## src/rtl/mpu_op_sequencer.sv

```systemverilog
// Front-end sequencer for the MPU load/store datapath: takes one NOP/LOAD/STORE at a time,
// starts the matching unit, waits for completion or timeout, and tracks which matrix registers hold data.
package mpu_op_pkg;
  typedef enum logic [1:0] {
    MPU_NOP   = 2'd0,
    MPU_LOAD  = 2'd1,
    MPU_STORE = 2'd2
  } mpu_operation_t;
endpackage

module mpu_op_sequencer
  import mpu_op_pkg::*;
#(
  parameter int TIMEOUT_CYCLES  = 64,
  parameter int MATRIX_REG_SIZE = 2,
  parameter int MBITS           = 3,
  parameter int NBITS           = 3
) (
  input  logic                       clk,
  input  logic                       rst,
  input  logic                       op_valid_in,
  input  mpu_operation_t             op_in,
  input  logic [MATRIX_REG_SIZE-1:0] op_addr_in,
  input  logic [MBITS:0]             op_m_size_in,
  input  logic [NBITS:0]             op_n_size_in,
  output logic                       op_ready_out,
  output logic                       load_en_out,
  output logic                       store_en_out,
  output logic [MATRIX_REG_SIZE-1:0] seq_addr_out,
  output logic [MBITS:0]             seq_m_size_out,
  output logic [NBITS:0]             seq_n_size_out,
  input  logic                       mem_load_ack_in,
  input  logic                       mem_load_error_in,
  input  logic                       reg_store_complete_in,
  output logic                       done_out,
  output logic [1:0]                 error_out,
  output logic                       busy_out
);

  localparam int NUM_MREGS = 2 ** MATRIX_REG_SIZE;
  localparam int CNT_W     = $clog2(TIMEOUT_CYCLES) + 1;

  typedef enum logic [2:0] {
    S_IDLE,
    S_LOAD_ISSUE,
    S_LOAD_WAIT,
    S_STORE_ISSUE,
    S_STORE_WAIT,
    S_FINISH
  } state_t;

  state_t                     state_reg, state_next;
  logic [CNT_W-1:0]           cnt_reg, cnt_next, cnt_inc;
  logic [1:0]                 err_reg, err_next;
  logic [MATRIX_REG_SIZE-1:0] addr_reg;
  logic [MBITS:0]             m_reg;
  logic [NBITS:0]             n_reg;
  logic [NUM_MREGS-1:0]       sb_reg;
  logic                       sb_set, sb_clr;
  logic                       accept, timeout_hit;

  assign accept      = (state_reg == S_IDLE) && op_valid_in;
  assign cnt_inc     = (cnt_reg == {CNT_W{1'b1}}) ? cnt_reg : cnt_reg + CNT_W'(1);
  assign timeout_hit = (cnt_reg == CNT_W'(TIMEOUT_CYCLES - 1));

  // The counter is zero during the ISSUE cycle and advances from there, so a silent unit
  // is given up on exactly TIMEOUT_CYCLES cycles after its start pulse.
  always_comb begin
    state_next = state_reg;
    cnt_next   = cnt_reg;
    err_next   = err_reg;
    sb_set     = 1'b0;
    sb_clr     = 1'b0;
    case (state_reg)
      S_IDLE: begin
        if (op_valid_in) begin
          cnt_next = '0;
          err_next = 2'd0;
          case (op_in)
            MPU_LOAD:  state_next = S_LOAD_ISSUE;
            MPU_STORE: begin
              if (sb_reg[op_addr_in]) begin
                state_next = S_STORE_ISSUE;
              end else begin
                state_next = S_FINISH;
                err_next   = 2'd2;
              end
            end
            default:   state_next = S_FINISH;
          endcase
        end
      end
      S_LOAD_ISSUE: begin
        state_next = S_LOAD_WAIT;
        cnt_next   = cnt_inc;
      end
      S_LOAD_WAIT: begin
        if (mem_load_error_in) begin
          state_next = S_FINISH;
          err_next   = 2'd1;
          sb_clr     = 1'b1;
        end else if (mem_load_ack_in) begin
          state_next = S_FINISH;
          err_next   = 2'd0;
          sb_set     = 1'b1;
        end else if (timeout_hit) begin
          state_next = S_FINISH;
          err_next   = 2'd3;
          sb_clr     = 1'b1;
        end else begin
          cnt_next = cnt_inc;
        end
      end
      S_STORE_ISSUE: begin
        state_next = S_STORE_WAIT;
        cnt_next   = cnt_inc;
      end
      S_STORE_WAIT: begin
        if (reg_store_complete_in) begin
          state_next = S_FINISH;
          err_next   = 2'd0;
        end else if (timeout_hit) begin
          state_next = S_FINISH;
          err_next   = 2'd3;
        end else begin
          cnt_next = cnt_inc;
        end
      end
      S_FINISH: state_next = S_IDLE;
      default:  state_next = S_IDLE;
    endcase
  end

  always_ff @(posedge clk) begin
    if (rst) begin
      state_reg <= S_IDLE;
      cnt_reg   <= '0;
      err_reg   <= 2'd0;
      addr_reg  <= '0;
      m_reg     <= '0;
      n_reg     <= '0;
    end else begin
      state_reg <= state_next;
      cnt_reg   <= cnt_next;
      err_reg   <= err_next;
      if (accept) begin
        addr_reg <= op_addr_in;
        m_reg    <= op_m_size_in;
        n_reg    <= op_n_size_in;
      end
    end
  end

  // One valid bit per matrix register, updated only for the register the finished LOAD targeted.
  genvar gi;
  generate
    for (gi = 0; gi < NUM_MREGS; gi++) begin : g_sb
      always_ff @(posedge clk) begin
        if (rst) begin
          sb_reg[gi] <= 1'b0;
        end else if (addr_reg == MATRIX_REG_SIZE'(gi)) begin
          if (sb_set) begin
            sb_reg[gi] <= 1'b1;
          end else if (sb_clr) begin
            sb_reg[gi] <= 1'b0;
          end
        end
      end
    end
  endgenerate

  assign op_ready_out   = (state_reg == S_IDLE);
  assign busy_out       = (state_reg != S_IDLE);
  assign load_en_out    = (state_reg == S_LOAD_ISSUE);
  assign store_en_out   = (state_reg == S_STORE_ISSUE);
  assign done_out       = (state_reg == S_FINISH);
  assign error_out      = done_out ? err_reg : 2'd0;
  assign seq_addr_out   = addr_reg;
  assign seq_m_size_out = m_reg;
  assign seq_n_size_out = n_reg;

endmodule

```

## config.mk

```make
export PLATFORM = sky130hd
export DESIGN_NAME = mpu_op_sequencer
export DESIGN_NICKNAME = d
export VERILOG_FILES = /design/src/rtl/mpu_op_sequencer.sv
export SDC_FILE = /design/constraint.sdc
export NUM_CORES = 1
export LEC_CHECK = 0
export BUFFER_PORTS_ARGS = -buffer_cell sky130_fd_sc_hd__buf_2
export CELL_PAD_IN_SITES_DETAIL_PLACEMENT = 1
export CELL_PAD_IN_SITES_GLOBAL_PLACEMENT = 1
export CORE_ASPECT_RATIO = 0.8
export CORE_MARGIN = 1
export CORE_UTILIZATION = 38
export DETAILED_ROUTE_END_ITERATION = 16
export PLACE_DENSITY_LB_ADDON = 0.1
export SETUP_SLACK_MARGIN = 0.5
export SLEW_MARGIN = 25
export SYNTH_ARGS = -nofsm -noshare
export SYNTH_HDL_FRONTEND = slang
export SYNTH_SLANG_ARGS = --single-unit
```

## constraint.sdc

```tcl
create_clock -name clk -period 2.18 [get_ports clk]
set_input_delay 0.327 -clock clk [delete_from_list [all_inputs] [get_ports clk]]
set_output_delay 0.327 -clock clk [all_outputs]
set_load 0.005 [all_outputs]
```

# After elaboration in Yosys (flattened, before gate mapping)
# Cells that the tools add are included.
dict set report word_totals {
  word_cells 77
  input_bits 18
  register_bits 26
  out_inout_bits 17
}
dict set report op_classes {
  magnitude_cmp 1
  muxes 35
  add_sub_neg 1
  n_eq_ne 16
  n_reduce_logical 14
}
# cell count
set op_table {}
lappend op_table {{7-bit 2-to-1 mux} 6}
lappend op_table {{7-bit one-hot mux with 4 select lines} 1}
lappend op_table {{3-bit 2-to-1 mux} 6}
lappend op_table {{2-bit 2-to-1 mux} 8}
lappend op_table {{3-bit one-hot mux with 5 select lines} 1}
lappend op_table {{1-bit 2-to-1 mux} 10}
lappend op_table {{2-bit AND reduction} 5}
lappend op_table {{2-bit inequality test (second input constant)} 4}
lappend op_table {{7-bit by 1-bit adder with 7-bit output (second input constant)} 1}
lappend op_table {{7-bit by 6-bit == test with 1-bit output (second input constant)} 1}
lappend op_table {{7-bit == test (second input constant)} 1}
lappend op_table {{2-bit == test (second input constant)} 3}
lappend op_table {{3-bit by 2-bit == test with 1-bit output (second input constant)} 2}
lappend op_table {{3-bit == test (second input constant)} 2}
lappend op_table {{2-bit one-hot mux with 3 select lines} 1}
lappend op_table {{3-bit one-hot mux with 2 select lines} 1}
lappend op_table {{3-bit nonzero test} 2}
lappend op_table {{5-bit AND reduction} 1}
lappend op_table {{2-bit by 1-bit == test with 1-bit output (second input constant)} 2}
lappend op_table {{4-bit nonzero test} 1}
lappend op_table {{3-bit by 1-bit == test with 1-bit output (second input constant)} 1}
lappend op_table {{3-bit logical NOT} 1}
lappend op_table {{2-bit by 3-bit less-than comparator with 1-bit output (second input constant)} 1}
lappend op_table {{1-bit binary-select mux with 2-bit select} 1}
lappend op_table {{other kinds (4)} 4}

# Depth between registers and ports, before layout
# Gate-level depths: netlist of run 1.
dict set report logic_depth {
  word_depth 7
  mapped_depth 7
}

# Worst setup path before layout of run 1
# OpenSTA, ideal clock, no wires.
dict set report synth_timing {
  kind {reg2reg}
  from {register cnt_reg[0]}
  to {register sb_reg[3]}
  setup_time_ns 0.088
  period_less_slack_ns 1.586
  path_stages_with_launch 7
  setup_slack_ns 0.594
  required_time_ns 2.092
  arrival_time_ns 1.498
  path_cell_list {dfxtp_1 ha_1 nand3_2 o31a_1 nor3_4 a31oi_1 a311oi_2}
}
dict set report synth_via {
  elab_chain_cells 7
}
# item line_no
set synth_lines {}
lappend synth_lines {{start, declared} 53} ;# logic [CNT_W-1:0] cnt_reg, cnt_next, cnt_inc;
lappend synth_lines {{start signal, assigned} 144} ;# cnt_reg <= cnt_next;
lappend synth_lines {{7-bit by 6-bit == test with 1-bit output} 64} ;# assign timeout_hit = (cnt_reg == CNT_W'(TIMEOUT_CYCLES - 1));
lappend synth_lines {{1-bit 2-to-1 mux} 106} ;# end else if (timeout_hit) begin
lappend synth_lines {{1-bit 2-to-1 mux} 102} ;# end else if (mem_load_ack_in) begin
lappend synth_lines {{1-bit 2-to-1 mux} 98} ;# if (mem_load_error_in) begin
lappend synth_lines {{1-bit 2-to-1 mux} 74} ;# case (state_reg)
lappend synth_lines {{2-bit nonzero test (no source line)} n/a}
lappend synth_lines {{2-bit AND reduction (no source line)} n/a}
lappend synth_lines {{end signal, assigned by index} 160} ;# sb_reg[gi] <= 1'b0;
lappend synth_lines {{end signal, assigned by index} 163} ;# sb_reg[gi] <= 1'b1;
lappend synth_lines {{end signal, assigned by index} 165} ;# sb_reg[gi] <= 1'b0;
lappend synth_lines {{end, declared} 58} ;# logic [NUM_MREGS-1:0] sb_reg;
# No other way between the ends.
# A chain may end at the register's enable or synchronous reset.

# Worst setup path in the final report of run 1
dict set report layout_timing {
  from {register state_reg[2]}
  to {output port error_out[1]}
}
dict set report layout_via {
  elab_chain_cells 2
}
# item line_no
set layout_lines {}
lappend layout_lines {{start, declared} 52} ;# state_t state_reg, state_next;
lappend layout_lines {{start signal, assigned} 143} ;# state_reg <= state_next;
lappend layout_lines {{3-bit == test} 176} ;# assign done_out = (state_reg == S_FINISH);
lappend layout_lines {{2-bit 2-to-1 mux} 177} ;# assign error_out = done_out ? err_reg : 2'd0;
lappend layout_lines {{end, declared} 36} ;# output logic [1:0] error_out,
# No other way between the ends.

==> results.json, run 1 <==
{
  "syn_nets": 193,
  "period_minus_slack_ps": 1630,
  "tns_ps": 0,
  "crit_chain": "nor2b_2 > and3_1 > buf_2",
  "rr_worst_depth": 6,
  "io_buffers": 34,
  "route.antenna.remaining_nets": 0,
  "final_common_cell": "buf_2",
  "cts_num_sinks": 26,
  "grt.total_usage_pct": 20.4,
  "drt_iter0_markers": 67,
  "pin_count": 35,
  "dp_hpwl_mm": 2.89,
  "grt_pass1_wl_mm": 6.53,
  "drive_gt1_share_pct": 33.8,
  "slowest_delay_ps": 430,
  "drc": 4,
  "fin_crit_sh_pct": 74.8,
  "synth_area_mm2": 0.00144,
  "min_path_type": "in2reg",
  "crit_type": "reg2out",
  "outcome": "finished with violations",
  "clk_pin_slew_ps": 90,
  "root_buffer": "clkbuf_8",
  "cts_max_level": 1,
  "path_buf_inv": 1,
  "grt_max_degree": 26,
  "power.density_mw_per_mm2": 778,
  "cp.arrival_ps": 1300,
  "cp-start-kind": "register",
  "vias": 1362,
  "vias_per_cell": 5.40,
  "path_delay_family": "simple AND/OR/NAND/NOR gates",
  "first_global_vias": 1443,
  "initial_utilization_pct": 40.9,
  "largest_reg_flops": 7,
  "cts_tree": "yes",
  "setup_viol": 0,
  "ys_types": 46,
  "ys_warn_count": 0,
  "synth_edf_count": 0,
  "drt_pass1_iterations": 10,
  "tightest_slew_ps": 560,
  "clk_path_buf_depth": 2,
  "synth_seq_cells": 26,
  "fp.dieArea_mm2": 0.00403,
  "cp_max_fo": 11,
  "synthArstFlopShare_pct": 0,
  "slew_headroom_pct": 62.4,
  "crit_required_ps": 1850,
  "drt-total-wl_mm": 3.77,
  "hold_viol_final": 0,
  "die_h_um": 57.0,
  "skew_ps": 1.93,
  "synth_top_cells_by_area": "dfxtp_1 36%, nand2_1 7.6%, a21oi_1 7.0%",
  "fmaxAchievable_ghz": 0.613,
  "die_w_um": 70.8,
  "row_count": 19,
  "endpoint_kind": "primary output",
  "yosysTopAreaCell": "dfxtp_1",
  "fin_nets": 231,
  "core_area_mm2": 0.00352,
  "gp_congestion": 0.777,
  "antenna_found_initial": 0,
  "antenna_cells": 0,
  "final_cell_mix": "34 x buf_2, 29 x nand2_1, 21 x dfxtp_1",
  "holdPathStages": 3,
  "clk_latency_ps": 270,
  "synthFlopType": "dfxtp_1",
  "violations": "DRC",
  "rsz0062_at_grt": "true",
  "cts_buffers": 3,
  "ir_worst_vdd_mv": 0.457,
  "synth.top_cell.area_share_pct": 36.2,
  "whs_ps": 283,
  "p_leak_nw": 0.716,
  "synthToLayoutAreaGrowth_pct": 22.1,
  "wire_per_inst_um": 15.0,
  "netlist_instances": 174,
  "ctsHoldBuffers": 0,
  "final_util_pct": 49.9,
  "grt_overflow": 0,
  "ys_seq_area_share_pct": 36.2,
  "drv_slew": 0,
  "worst-path-stages": 3,
  "syn_avg_cell_area_um2": 8.26,
  "critical_path.slowest_cell": "dfxtp_2",
  "max_cap_viol_count": 0
}
## routing by layer
layer  track usage (%)  vias up  share of wire (%)
li1                  -      695                  -
met1              26.0      644                 48
met2              36.1       19                 48
met3              3.71        4                2.8
met4              4.57        0               0.82
met5                 0        -                  0
## cells by family after synthesis
logic type | share of synthesized area, %
buffers and inverters | 3.92
flip-flops | 36.2
multiplexers | 4.35
AND/OR/NAND/NOR | 34.2
adder cells (fa/ha/maj) | 0.870
AO/OA/AOI/OAI | 20.5
## cells in the mapped netlist, types with 3 or more instances
| cell type | n |
|---|---|
| nor2b_1 | 3 |
| nor3_1 | 7 |
| o21a_1 | 3 |
| nand2_1 | 29 |
| a211oi_1 | 4 |
| nand2b_1 | 5 |
| a21oi_1 | 20 |
| dfxtp_1 | 26 |
| mux2i_1 | 4 |
| o21ai_1 | 4 |
| inv_1 | 4 |
| nand3_1 | 5 |
| or3_1 | 3 |
| clkbuf_1 | 3 |
| buf_2 | 3 |
| and3_1 | 4 |
| nor2_1 | 10 |
## path summary, 6_finish.rpt
| kind | startpoint | endpoint | slack, ps |
|---|---|---|---|
| worst min register to register | seq_n_size_out[0] | seq_n_size_out[0] | 460 |
| worst max register to register | cnt_reg[0] | sb_reg[3] | 570 |
| worst min-delay path | op_n_size_in[0] | seq_n_size_out[0] | 280 |
| worst max-delay path | state_reg[2] | error_out[1] | 550 |
## power breakdown
group	internal [mW]	switching, mW	leakage [nW]
combinational	0.211	0.268	0.480
sequential	0.532	0.0752	0.214
clock	0.124	0.156	0.0216
total	0.867	0.499	0.716
## stage by stage
step | instance area [um2] | power, mW | cells | worst slack, ps
2_1_floorplan | 1440 | 0.908 | 174 | 594
3_3_place_gp | 1640 | 1.04 | 245 | 419
3_5_place_dp | 1640 | 1.07 | 245 | 356
4_1_cts | 1750 | 1.38 | 252 | 499
5_1_grt | 1760 | 1.46 | 252 | 457
6_report | 1760 | 1.37 | 252 | 550
## tightest hold or removal path, cell delays in order
cell     delay, ps
buf_2           90
nand2_1         50
a21oi_1         50
## timing repair
| item | 4_1_cts | 5_1_grt |
|---|---|---|
| endpoints found under the hold margin | 0 | 0 |
| setup buffers | 4 | 0 |
| endpoints found under the setup margin | 18 | 15 |
| pin swaps | 5 | 1 |
| resized for setup | 10 | 3 |
## layout make-up
class / instances / area [um2]
Inverter: 6 / 22.5
Timing Repair Buffer: 40 / 215
Multi-Input combinational cell: 135 / 892
Tap cell: 42 / 52.6
Fill cell: 450 / 1760
Clock buffer: 3 / 41.3
Sequential cell: 26 / 532
Power figures use the tool's default switching activity.
==> run 2: changes to the inputs <==
==> constraint.sdc (replaced) <==
create_clock -name clk -period 1.56 [get_ports clk]
set_input_delay 0.234 -clock clk [delete_from_list [all_inputs] [get_ports clk]]
set_output_delay 0.234 -clock clk [all_outputs]
set_load 0.005 [all_outputs]
==> run 2 against run 1 <==
  * The flow now stops in 5_1_grt
  * Synthesized cell count unchanged
  * Area after synthesis did not move
==> results.json, run 2 <==
{
  "outcome": "stopped before the end",
  "haltStage": "5_1_grt",
  "tool.error": "[ERROR DPL-0033] detailed placement checks failed during check placement.",
  "ys_seq_area_share_pct": 36.2,
  "row_count": 19,
  "synth.top_cell.area_share_pct": 36.2,
  "syn_avg_cell_area_um2": 8.26,
  "synth_edf_count": 0,
  "cts_buffers": 3,
  "synth_area_mm2": 0.00144,
  "initial_utilization_pct": 40.9,
  "root_buffer": "clkbuf_8",
  "die_w_um": 70.8,
  "dpl_worst_slack_ps": -94.1,
  "die_h_um": 57.0,
  "antenna_found_initial": 1,
  "cts_num_sinks": 26,
  "crit_endpoint": "state_reg[2]$_SDFFE_PP0P_/D",
  "synth_top_cells_by_area": "dfxtp_1 36%, nand2_1 7.6%, a21oi_1 7.0%",
  "cts_max_level": 1,
  "clk_path_buf_depth": 2,
  "endpoint_type": "sequential cell input",
  "yosysTopAreaCell": "dfxtp_1",
  "synthArstFlopShare_pct": 0,
  "synth_most_common_cell": "nand2_1",
  "synthFlopType": "dfxtp_1",
  "synthTopCellsByCount": "29 x nand2_1, 26 x dfxtp_1, 20 x a21oi_1",
  "syn_nets": 193,
  "pin_count": 35,
  "netlist_instances": 174,
  "ys_warn_count": 0,
  "synth_seq_cells": 26,
  "dp_hpwl_mm": 3.30,
  "io_buffers": 34,
  "gp_congestion": 0.824,
  "grt_max_degree": 16,
  "ys_types": 46
}
==> run 2: cells by family after synthesis <==
| kind of cell | Yosys count | synth area share (%) |
|---|---|---|
| AO/OA/AOI/OAI | 44 | 20.5 |
| adder cells (fa/ha/maj) | 1 | 0.870 |
| buffers and inverters | 13 | 3.92 |
| flip-flops | 26 | 36.2 |
| multiplexers | 5 | 4.35 |
| AND/OR/NAND/NOR | 85 | 34.2 |
==> run 2: stage by stage <==
| stage | instance area (um2) | util [%] | setup TNS [ps] | cells |
|---|---|---|---|---|
| 4_1_cts | 2320 | 66.0 | -33.9 | 285 |
| 3_5_place_dp | 1810 | 51.5 | -498 | 256 |
| 3_3_place_gp | 1810 | 51.5 | -25.0 | 256 |
| 2_1_floorplan | 1520 | - | 0 | 174 |
==> run 2: timing repair <==
action	4_1_cts
gates cloned	1
setup buffers	24
gates resized for setup	59
pin swaps	12
setup endpoints to repair	35
hold buffers	0
==> run 3: changes to the inputs <==
==> config.mk (replaced) <==
export PLATFORM = sky130hd
export DESIGN_NAME = mpu_op_sequencer
export DESIGN_NICKNAME = d
export VERILOG_FILES = /design/src/rtl/mpu_op_sequencer.sv
export SDC_FILE = /design/constraint.sdc
export NUM_CORES = 1
export LEC_CHECK = 0
export BUFFER_PORTS_ARGS = -buffer_cell sky130_fd_sc_hd__buf_2
export CORE_MARGIN = 1
export CORE_UTILIZATION = 35
export DETAILED_ROUTE_END_ITERATION = 16
export PLACE_DENSITY_LB_ADDON = 0.15
export SLEW_MARGIN = 25
export SYNTH_ARGS = -nofsm -noshare
export SYNTH_HDL_FRONTEND = slang
export SYNTH_SLANG_ARGS = --single-unit
==> run 3 against run 2 <==
  * The flow now finishes, with violations (setup timing)
==> results.json, run 3 (synthesized netlist as in run 1, its figures left out) <==
{
  "outcome": "finished with violations",
  "violations": "setup timing",
  "min_path_type": "in2reg",
  "final_util_pct": 55.5,
  "largest_reg_flops": 7,
  "die_h_um": 66.1,
  "ir_worst_vdd_mv": 0.474,
  "p_leak_nw": 0.892,
  "period_minus_slack_ps": 1580,
  "antenna_cells": 0,
  "place_inst": 270,
  "drive_gt1_share_pct": 46.2,
  "synthToLayoutAreaGrowth_pct": 46.7,
  "route.antenna.remaining_nets": 0,
  "critPathCapture": "error_out[1]",
  "regToRegSetupSlack_ps": 30,
  "row_count": 22,
  "fin_nets": 256,
  "fin_crit_sh_pct": 101,
  "crit_type": "reg2out",
  "drv_slew": 0,
  "cts_max_level": 1,
  "io_buffers": 34,
  "dp_hpwl_mm": 2.76,
  "total_power_mw": 2.37,
  "wire_per_inst_um": 14.4,
  "cp-start-kind": "register",
  "initial_utilization_pct": 37.8,
  "final_cells": 284,
  "multi_input_area_um2": 980,
  "cts_buffers": 3,
  "postPlaceCellArea_mm2": 0.00179,
  "dpl_worst_slack_ps": -78.6,
  "nFillCells": 347,
  "final-seq-area_um2": 532,
  "drt_pass1_iterations": 4,
  "cts_num_sinks": 26,
  "antenna_found_initial": 0,
  "drc": 0,
  "slew_headroom_pct": 70.4,
  "startpoint": "state_reg[1]",
  "hp-start": "op_n_size_in[2]",
  "tns_ps": -18.1,
  "crit_required_ps": 1330,
  "grt_overflow": 0,
  "die_w_um": 66.1,
  "rr_startpoint": "state_reg[2]",
  "hold_viol_final": 0,
  "r2r_end": "cnt_reg[4]",
  "rsz0062_at_grt": "true",
  "grt_max_degree": 25,
  "clk_pin_slew_ps": 90,
  "pin_count": 35,
  "tightest_slew_ps": 433,
  "fp.dieArea_mm2": 0.00437,
  "setup_viol": 1,
  "whs_ps": 191,
  "drt_iter0_markers": 55,
  "final_cell_mix": "31 x buf_2, 28 x nand2_1, 25 x buf_4",
  "power.density_mw_per_mm2": 1120,
  "rr_worst_depth": 5,
  "stdcell_area_mm2": 0.00211,
  "grt_pass1_wl_mm": 6.42,
  "fmaxAchievable_ghz": 0.634,
  "cp_max_fo": 7,
  "vias": 1511,
  "drt-total-wl_mm": 4.10,
  "core_area_mm2": 0.00380,
  "final_common_cell": "buf_2",
  "clk_path_buf_depth": 2,
  "cp.arrival_ps": 1340,
  "root_buffer": "clkbuf_8",
  "grt.total_usage_pct": 18.8,
  "skew_ps": 0.970,
  "ctsHoldBuffers": 0,
  "endpoint_kind": "primary output",
  "first_global_vias": 1402,
  "holdPathStages": 3,
  "gp_congestion": 0.786,
  "vias_per_cell": 5.32,
  "cts_tree": "yes",
  "max_cap_viol_count": 0,
  "worst_slack_ps": -18.1,
  "clk_latency_ps": 270
}
## run 3: what timing repair did
action / 4_1_cts / 5_1_grt
pin swaps: 8 / 8
setup endpoints to repair: 18 / 19
setup buffers: 9 / 3
resized for setup: 16 / 23
## run 3: cell type report
class,count,share of cell area [%]
well taps,48,2.85
inverters,6,1.07
flip-flops and latches,26,25.2
repair buffers,65,21.1
multi-input cells,135,46.4
clock inverters,1,1.42
clock buffers,3,1.96
## run 3: worst min-delay path by stage
stage                              to  slack (ps)
global placement    seq_m_size_out[2]         440
finish              seq_n_size_out[2]         190
detailed placement  seq_m_size_out[0]         450
global route        seq_m_size_out[0]         200
floorplan           seq_m_size_out[0]         370
CTS                 seq_m_size_out[0]         190
## run 3: metal layers
layer	vias up	GRT usage (%)	wire [um]
met5	-	0	0
met4	0	5.59	75
met3	8	2.24	113
met2	26	32.4	2120
met1	720	24.2	1800
li1	757	-	-
## run 3: worst max-delay path, stage by stage, from the launching register on
cell and delay [ps]:
dfxtp_4 380, buf_6 130, nor2b_4 160, buf_6 130, and3_4 190, buf_6 90
## run 3: power breakdown
part           switching [mW]  internal, mW
clock network           0.213         0.343
logic                   0.497         0.503
registers              0.0725         0.741
total                   0.782          1.59
